===== config.mk =====
export PLATFORM = sky130hd
export DESIGN_NAME = tug_field_flat
export DESIGN_NICKNAME = d
export VERILOG_FILES = /design/src/rtl/tug_field_pkg.sv /design/src/rtl/tug_field_if.sv /design/src/rtl/tug_field_key_edge.sv /design/src/rtl/tug_field.sv /design/src/flat_wrapper.sv
export SDC_FILE = /design/constraint.sdc
export NUM_CORES = 1
export LEC_CHECK = 0
export BUFFER_PORTS_ARGS = -buffer_cell sky130_fd_sc_hd__buf_4
export CORE_UTILIZATION = 31
export CTS_CLUSTER_DIAMETER = 60
export DETAILED_ROUTE_END_ITERATION = 8
export PLACE_DENSITY = 0.46
export SLEW_MARGIN = 20
export SYNTH_ARGS = -nofsm -noshare
export SYNTH_HDL_FRONTEND = slang
export SYNTH_SLANG_ARGS = --single-unit

===== constraint.sdc =====
create_clock -name clk -period 1.9 [get_ports clk]
set_input_delay 0.285 -clock clk [delete_from_list [all_inputs] [get_ports clk]]
set_output_delay 0.285 -clock clk [all_outputs]
set_load 0.03 [all_outputs]

===== src/rtl/tug_field_pkg.sv =====
// ---------------------------------------------------------------------------
// tug_pkg : shared types and constants for the tug_field playfield stage.
//   field_state_t : playfield FSM state (PLAY / LOCKED)
//   pos_t         : light position for the default 9-LED bar
//   CENTER_POS    : LED lit after reset or restart
// ---------------------------------------------------------------------------
package tug_pkg;

  typedef enum logic {
    PLAY   = 1'b0,
    LOCKED = 1'b1
  } field_state_t;

  typedef logic [3:0] pos_t;

  localparam pos_t CENTER_POS      = 4'd5;
  localparam int   NUM_LEDS_DEF    = 9;
  localparam int   SYNC_STAGES_DEF = 2;

endpackage


===== src/rtl/tug_field_if.sv =====
// ---------------------------------------------------------------------------
// tug_field_if : key / restart inputs and playfield outputs of tug_field.
//   L_key, R_key : raw player keys (level, asynchronous)
//   restart      : recentre request from the scorekeeper
//   led          : one-hot playfield bar, bit i-1 drives LED i
//   l_press      : one-cycle pulse per accepted left press
//   r_press      : one-cycle pulse per accepted right press
// master = key/scorekeeper side, slave = playfield block.
// ---------------------------------------------------------------------------
interface tug_field_if #(
  parameter int NUM_LEDS = 9
);
  logic                L_key;
  logic                R_key;
  logic                restart;
  logic [NUM_LEDS-1:0] led;
  logic                l_press;
  logic                r_press;

  modport master (
    output L_key, R_key, restart,
    input  led, l_press, r_press
  );

  modport slave (
    input  L_key, R_key, restart,
    output led, l_press, r_press
  );
endinterface


===== src/rtl/tug_field_key_edge.sv =====
// ---------------------------------------------------------------------------
// key_edge : synchroniser plus rising-edge detector for one raw key.
//   clk   : system clock
//   reset : asynchronous active-low reset
//   key   : raw key level, asynchronous to clk
//   rise  : high for one cycle per synchronised 0->1 transition
// A warm-up shift register holds the detector quiet until both the
// synchroniser and the "previous" flop carry real key samples, so a key
// already held when reset releases never produces an edge.
// ---------------------------------------------------------------------------
module key_edge #(
  parameter int SYNC_STAGES = 2
) (
  input  logic clk,
  input  logic reset,
  input  logic key,
  output logic rise
);

  logic [SYNC_STAGES-1:0] sync_r;
  logic                   prev_r;
  logic [SYNC_STAGES:0]   warm_r;

  // Synchroniser chain, previous-level flop and warm-up tracker.
  always_ff @(posedge clk or negedge reset) begin
    if (!reset) begin
      sync_r <= {SYNC_STAGES{1'b0}};
      prev_r <= 1'b0;
      warm_r <= {(SYNC_STAGES+1){1'b0}};
    end else begin
      sync_r <= {sync_r[SYNC_STAGES-2:0], key};
      prev_r <= sync_r[SYNC_STAGES-1];
      warm_r <= {warm_r[SYNC_STAGES-1:0], 1'b1};
    end
  end

  // warm_r[SYNC_STAGES] is set once prev_r holds a genuine sampled level.
  assign rise = sync_r[SYNC_STAGES-1] & ~prev_r & warm_r[SYNC_STAGES];

endmodule


===== src/rtl/tug_field.sv =====
// ---------------------------------------------------------------------------
// tug_field : playfield stage of the Cyber War game.
//   clk   : system clock
//   reset : asynchronous active-low reset
//   bus   : tug_field_if.slave (L_key, R_key, restart in; led, l_press,
//           r_press out, all outputs registered)
// Key edges become single-cycle press pulses; a press moves the lit LED one
// step on the following clock, so the scorekeeper sees led together with
// the press at the pre-move position. Reaching an end locks the field until
// restart recentres it.
// ---------------------------------------------------------------------------
module tug_field
  import tug_pkg::*;
#(
  parameter int NUM_LEDS    = NUM_LEDS_DEF,
  parameter int CENTER      = int'(CENTER_POS),
  parameter int SYNC_STAGES = SYNC_STAGES_DEF
) (
  input  logic      clk,
  input  logic      reset,
  tug_field_if.slave bus
);

  localparam int                  POS_W      = $clog2(NUM_LEDS + 1);
  localparam logic [POS_W-1:0]    CENTER_P   = POS_W'(CENTER);
  localparam logic [POS_W-1:0]    LAST_P     = POS_W'(NUM_LEDS);
  localparam logic [POS_W-1:0]    ONE_P      = POS_W'(1);
  localparam logic [NUM_LEDS-1:0] CENTER_LED = NUM_LEDS'(1) << (CENTER - 1);

  logic                l_rise_s;
  logic                r_rise_s;
  field_state_t        state_r;
  field_state_t        state_nxt_s;
  logic [POS_W-1:0]    pos_r;
  logic [POS_W-1:0]    pos_nxt_s;
  logic                l_press_r;
  logic                r_press_r;
  logic                l_press_nxt_s;
  logic                r_press_nxt_s;
  logic [NUM_LEDS-1:0] led_r;
  logic [NUM_LEDS-1:0] led_nxt_s;

  key_edge #(.SYNC_STAGES(SYNC_STAGES)) u_l_edge (
    .clk   (clk),
    .reset (reset),
    .key   (bus.L_key),
    .rise  (l_rise_s)
  );

  key_edge #(.SYNC_STAGES(SYNC_STAGES)) u_r_edge (
    .clk   (clk),
    .reset (reset),
    .key   (bus.R_key),
    .rise  (r_rise_s)
  );

  // State, position and registered outputs.
  always_ff @(posedge clk or negedge reset) begin
    if (!reset) begin
      state_r   <= PLAY;
      pos_r     <= CENTER_P;
      l_press_r <= 1'b0;
      r_press_r <= 1'b0;
      led_r     <= CENTER_LED;
    end else begin
      state_r   <= state_nxt_s;
      pos_r     <= pos_nxt_s;
      l_press_r <= l_press_nxt_s;
      r_press_r <= r_press_nxt_s;
      led_r     <= led_nxt_s;
    end
  end

  // Next state and position, driven by the already-registered press pulses.
  always_comb begin
    state_nxt_s = state_r;
    pos_nxt_s   = pos_r;
    if (bus.restart) begin
      state_nxt_s = PLAY;
      pos_nxt_s   = CENTER_P;
    end else begin
      case (state_r)
        PLAY: begin
          if (l_press_r) begin
            if (pos_r < LAST_P) begin
              pos_nxt_s = pos_r + ONE_P;
            end else begin
              state_nxt_s = LOCKED;
            end
          end else if (r_press_r) begin
            if (pos_r > ONE_P) begin
              pos_nxt_s = pos_r - ONE_P;
            end else begin
              state_nxt_s = LOCKED;
            end
          end else begin
            state_nxt_s = PLAY;
          end
        end
        LOCKED: begin
          state_nxt_s = LOCKED;
        end
        default: begin
          state_nxt_s = PLAY;
          pos_nxt_s   = CENTER_P;
        end
      endcase
    end
  end

  // Press qualification (simultaneous edges cancel) and one-hot LED decode.
  always_comb begin
    l_press_nxt_s = 1'b0;
    r_press_nxt_s = 1'b0;
    led_nxt_s     = {NUM_LEDS{1'b0}};
    if ((state_r == PLAY) && !bus.restart) begin
      l_press_nxt_s = l_rise_s & ~r_rise_s;
      r_press_nxt_s = r_rise_s & ~l_rise_s;
    end else begin
      l_press_nxt_s = 1'b0;
      r_press_nxt_s = 1'b0;
    end
    for (int i = 0; i < NUM_LEDS; i++) begin
      led_nxt_s[i] = (pos_nxt_s == POS_W'(i + 1));
    end
  end

  assign bus.led     = led_r;
  assign bus.l_press = l_press_r;
  assign bus.r_press = r_press_r;

endmodule

===== src/flat_wrapper.sv =====
// flat-port wrapper written by rule: the top's interface ports become plain ports
module tug_field_flat import tug_pkg::*;
#(
  parameter int NUM_LEDS    = NUM_LEDS_DEF,
  parameter int CENTER      = int'(CENTER_POS),
  parameter int SYNC_STAGES = SYNC_STAGES_DEF
)
  (clk, reset, bus_L_key, bus_R_key, bus_restart, bus_led, bus_l_press, bus_r_press);
  tug_field_if #(.NUM_LEDS(NUM_LEDS)) bus_i ();
  input  logic clk;
  input  logic reset;
  input wire logic [$bits(bus_i.L_key)-1:0] bus_L_key;
  input wire logic [$bits(bus_i.R_key)-1:0] bus_R_key;
  input wire logic [$bits(bus_i.restart)-1:0] bus_restart;
  output wire logic [$bits(bus_i.led)-1:0] bus_led;
  output wire logic [$bits(bus_i.l_press)-1:0] bus_l_press;
  output wire logic [$bits(bus_i.r_press)-1:0] bus_r_press;
  assign bus_i.L_key = bus_L_key;
  assign bus_i.R_key = bus_R_key;
  assign bus_i.restart = bus_restart;
  assign bus_led = bus_i.led;
  assign bus_l_press = bus_i.l_press;
  assign bus_r_press = bus_i.r_press;
  tug_field #(.NUM_LEDS(NUM_LEDS), .CENTER(CENTER), .SYNC_STAGES(SYNC_STAGES)) u_core (.clk(clk), .reset(reset), .bus(bus_i));
endmodule

==> results.json <==
{
  "synth_nets": 98,
  "clkLatencyLatePin_ps": 300,
  "finalSetupTns_ps": -149.2,
  "wl_met3_um": 49,
  "fin_area_sq_um": 1460,
  "power.internal_mw": 0.6787,
  "critical_path_class": "flop to flop",
  "crit_path_start_kind": "flop",
  "first_iter_violations": 31,
  "cp-end-kind": "flop",
  "fin_crit_ps": 1961,
  "pre_cts_ws_ps": -62.68,
  "min_path_cells": 1,
  "synth_edf_count": 0,
  "status": "complete, but fails checks",
  "final_nets": 130,
  "wl_met2_um": 964,
  "viasPerCell": 4.473,
  "hold_viol_final": 0,
  "r2r_slack_ps": -60,
  "syn_avg_cell_area_sq_um": 12.26,
  "fmax_ghz": 0.5100,
  "dr.pass1.iters": 4,
  "p_switching_mw": 0.2099,
  "ir_drop_mv": 0.3924,
  "diodes": 0,
  "syn_to_final_growth_pct": 32.31,
  "grt_pass1_wl_mm": 3.256,
  "worst_slack_ps": -60.94,
  "grt_pass1_vias": 712,
  "final_cells": 167,
  "highest_layer": "met4",
  "dp_cells": 160,
  "layout-drive-gt1-share": 0.4463,
  "htree_levels": 1,
  "grt_start_max_net_pins": 26,
  "wl_mm": 1.990,
  "netlist_area_sq_um": 1104,
  "post-route-util": 0.4342,
  "syn_inst": 90,
  "r2r-start": "u_core.pos_r[0]",
  "final_antenna_net_count": 0,
  "place.gp.congestion": 0.7428,
  "setup_violations": 5,
  "placed_cell_area_sq_um": 1378,
  "reg2reg_depth": 8,
  "finClkSkew_ps": 4.208,
  "synth_seq_cells": 25,
  "synthArstFlopShare": 1.000,
  "cts_root_buf": "clkbuf_4",
  "crit_required_ps": 2150,
  "ys_types": 35,
  "hold_end": "u_core.u_r_edge.sync_r[0]",
  "core_area_sq_um": 3363,
  "ys.flop_type": "dfrtp_1",
  "clk_pin_slew_ps": 130,
  "dp_hpwl_mm": 1.478,
  "period_share": 1.032,
  "dieArea_sq_um": 3803,
  "met1_length_um": 941,
  "yosysWarnings": 0,
  "power_frac_seq": 0.630,
  "violations": "negative setup slack",
  "power.share.clock": 0.248,
  "cellPowerDensity_nw_per_um2": 608.6,
  "rsz0062_at_grt": "true",
  "path_max_fanout": 6,
  "pin_count": 16,
  "drc": 0,
  "finalPower_mw": 0.8886,
  "fp-row-count": 21,
  "min_from": "bus_R_key",
  "cts_tree": "done",
  "cts_buffers": 3,
  "yosysSeqAreaShare": 0.5703,
  "hp-class": "input port to flop",
  "grt_overflow": 0,
  "p_leak_nw": 0.6791,
  "slew_viol_final": 0,
  "p_comb_frac": 0.122,
  "post_drt_wl_per_cell_um": 11.92,
  "die_y_um": 61.67,
  "swShare": 0.2362,
  "antenna_found_initial": 0,
  "r2r-end": "u_core.bus.led[8]",
  "via_count": 747,
  "initial_utilization": 0.3281,
  "timing.hold.ws_ps": 75.35,
  "clock-sinks": 25,
  "cts_buffer_depth": 2,
  "maxCapViolCount": 0,
  "grt_use_total": 0.1201,
  "critPathArrivalTime_ps": 2210,
  "die_width_um": 61.67,
  "portBuffers": 15
}
## logic make-up after synthesis
logic type	after synthesis	share of synthesized area
AOI/OAI and AO/OA	17	0.1655
adders and majority gates	3	0.03402
muxes	2	0.01927
DFF	25	0.5703
buffers and inverters	14	0.05895
other	1	0.003398
and+or+nand+nor	28	0.1485
## critical path, cell delays in order, from the launching register on
cell and delay, ps:
dfstp_2 570, inv_2 50, ha_4 160, o21ba_4 210
a21boi_4 160, o21a_1 150, mux2_4 350, inv_4 90
and4_1 180
## layout by cell type (no fill, tap or decap), types with 2 or more instances in the layout
cell / count
buf_4: 28
dfrtp_1: 22
inv_1: 7
nor2_1: 7
nor4_1: 6
nand2_1: 5
a21oi_1: 5
clkbuf_4: 3
dfstp_2: 3
inv_4: 2
nor3b_2: 2
and4_1: 2
ha_1: 2
## flip-flops by register name, indices dropped and copies added (netlist names)
signal and cells:
u_core.bus.led 9, u_core.pos_r 4, u_core.u_l_edge.warm_r 3, u_core.u_l_edge.sync_r 2, u_core.u_r_edge.sync_r 2, u_core.bus.l_press 1
u_core.bus.r_press 1, u_core.state_r 1, u_core.u_l_edge.prev_r 1, u_core.u_r_edge.prev_r 1
## Yosys cell counts, drive strengths merged (2+ instances only)
library cell	count	area [sq um]
dfrtp	22	550.5
inv	10	40.04
nor4	8	50.05
nor2	7	26.28
a21oi	5	25.02
nand2	5	18.77
buf	3	21.27
dfstp	3	78.83
ha	3	37.54
and4	2	17.52
nor3b	2	20.02
o21ai	2	13.76
## what timing repair did
| action | in CTS | in global routing |
|---|---|---|
| hold buffers | 1 | 0 |
| endpoints found under the setup margin | 10 | 10 |
| buffers inserted | 1 | 1 |
| resized for setup | 1 | 4 |
| gates cloned | 0 | 0 |
| pin swaps | 3 | 2 |
| endpoints found under the hold margin | 22 | 0 |
## power groups by stage
| stage | Sequential [mW] | Combinational (mW) | Clock (mW) |
|---|---|---|---|
| global route | 0.562 | 0.120 | 0.263 |
| CTS | 0.561 | 0.106 | 0.239 |
| detailed placement | 0.570 | 0.102 | 0 |
| global placement | 0.570 | 0.102 | 0 |
| floorplan | 0.580 | 0.0476 | 0 |
| finish | 0.560 | 0.108 | 0.220 |
## metal layers
layer	GRT usage	vias up
li1	-	372
met1	0.1713	359
met2	0.1828	12
met3	0.01261	4
met4	0.05714	0
met5	0	-
## worst max-delay path by stage
stage	from	endpoint	slack, ps	cells past startpoint
finish	u_core.pos_r[0]	u_core.bus.led[8]	-60	8
floorplan	u_core.pos_r[0]	u_core.bus.led[8]	-6	8
global placement	u_core.pos_r[0]	u_core.bus.led[0]	-30	7
detailed placement	u_core.pos_r[0]	u_core.bus.led[8]	-60	8
global route	u_core.pos_r[1]	u_core.bus.led[8]	-160	9
CTS	u_core.pos_r[0]	u_core.bus.led[8]	-80	8
## area by class of cell
class                           count  area, sq um
Clock inverter                      1        5.005
Timing Repair Buffer               31        251.5
Clock buffer                        3        22.52
Tap cell                           46        57.56
Sequential cell                    25        629.4
Multi-Input combinational cell     51        451.7
Inverter                           10        42.54
Fill cell                         354         1903
(Power assumes the default switching activity.)
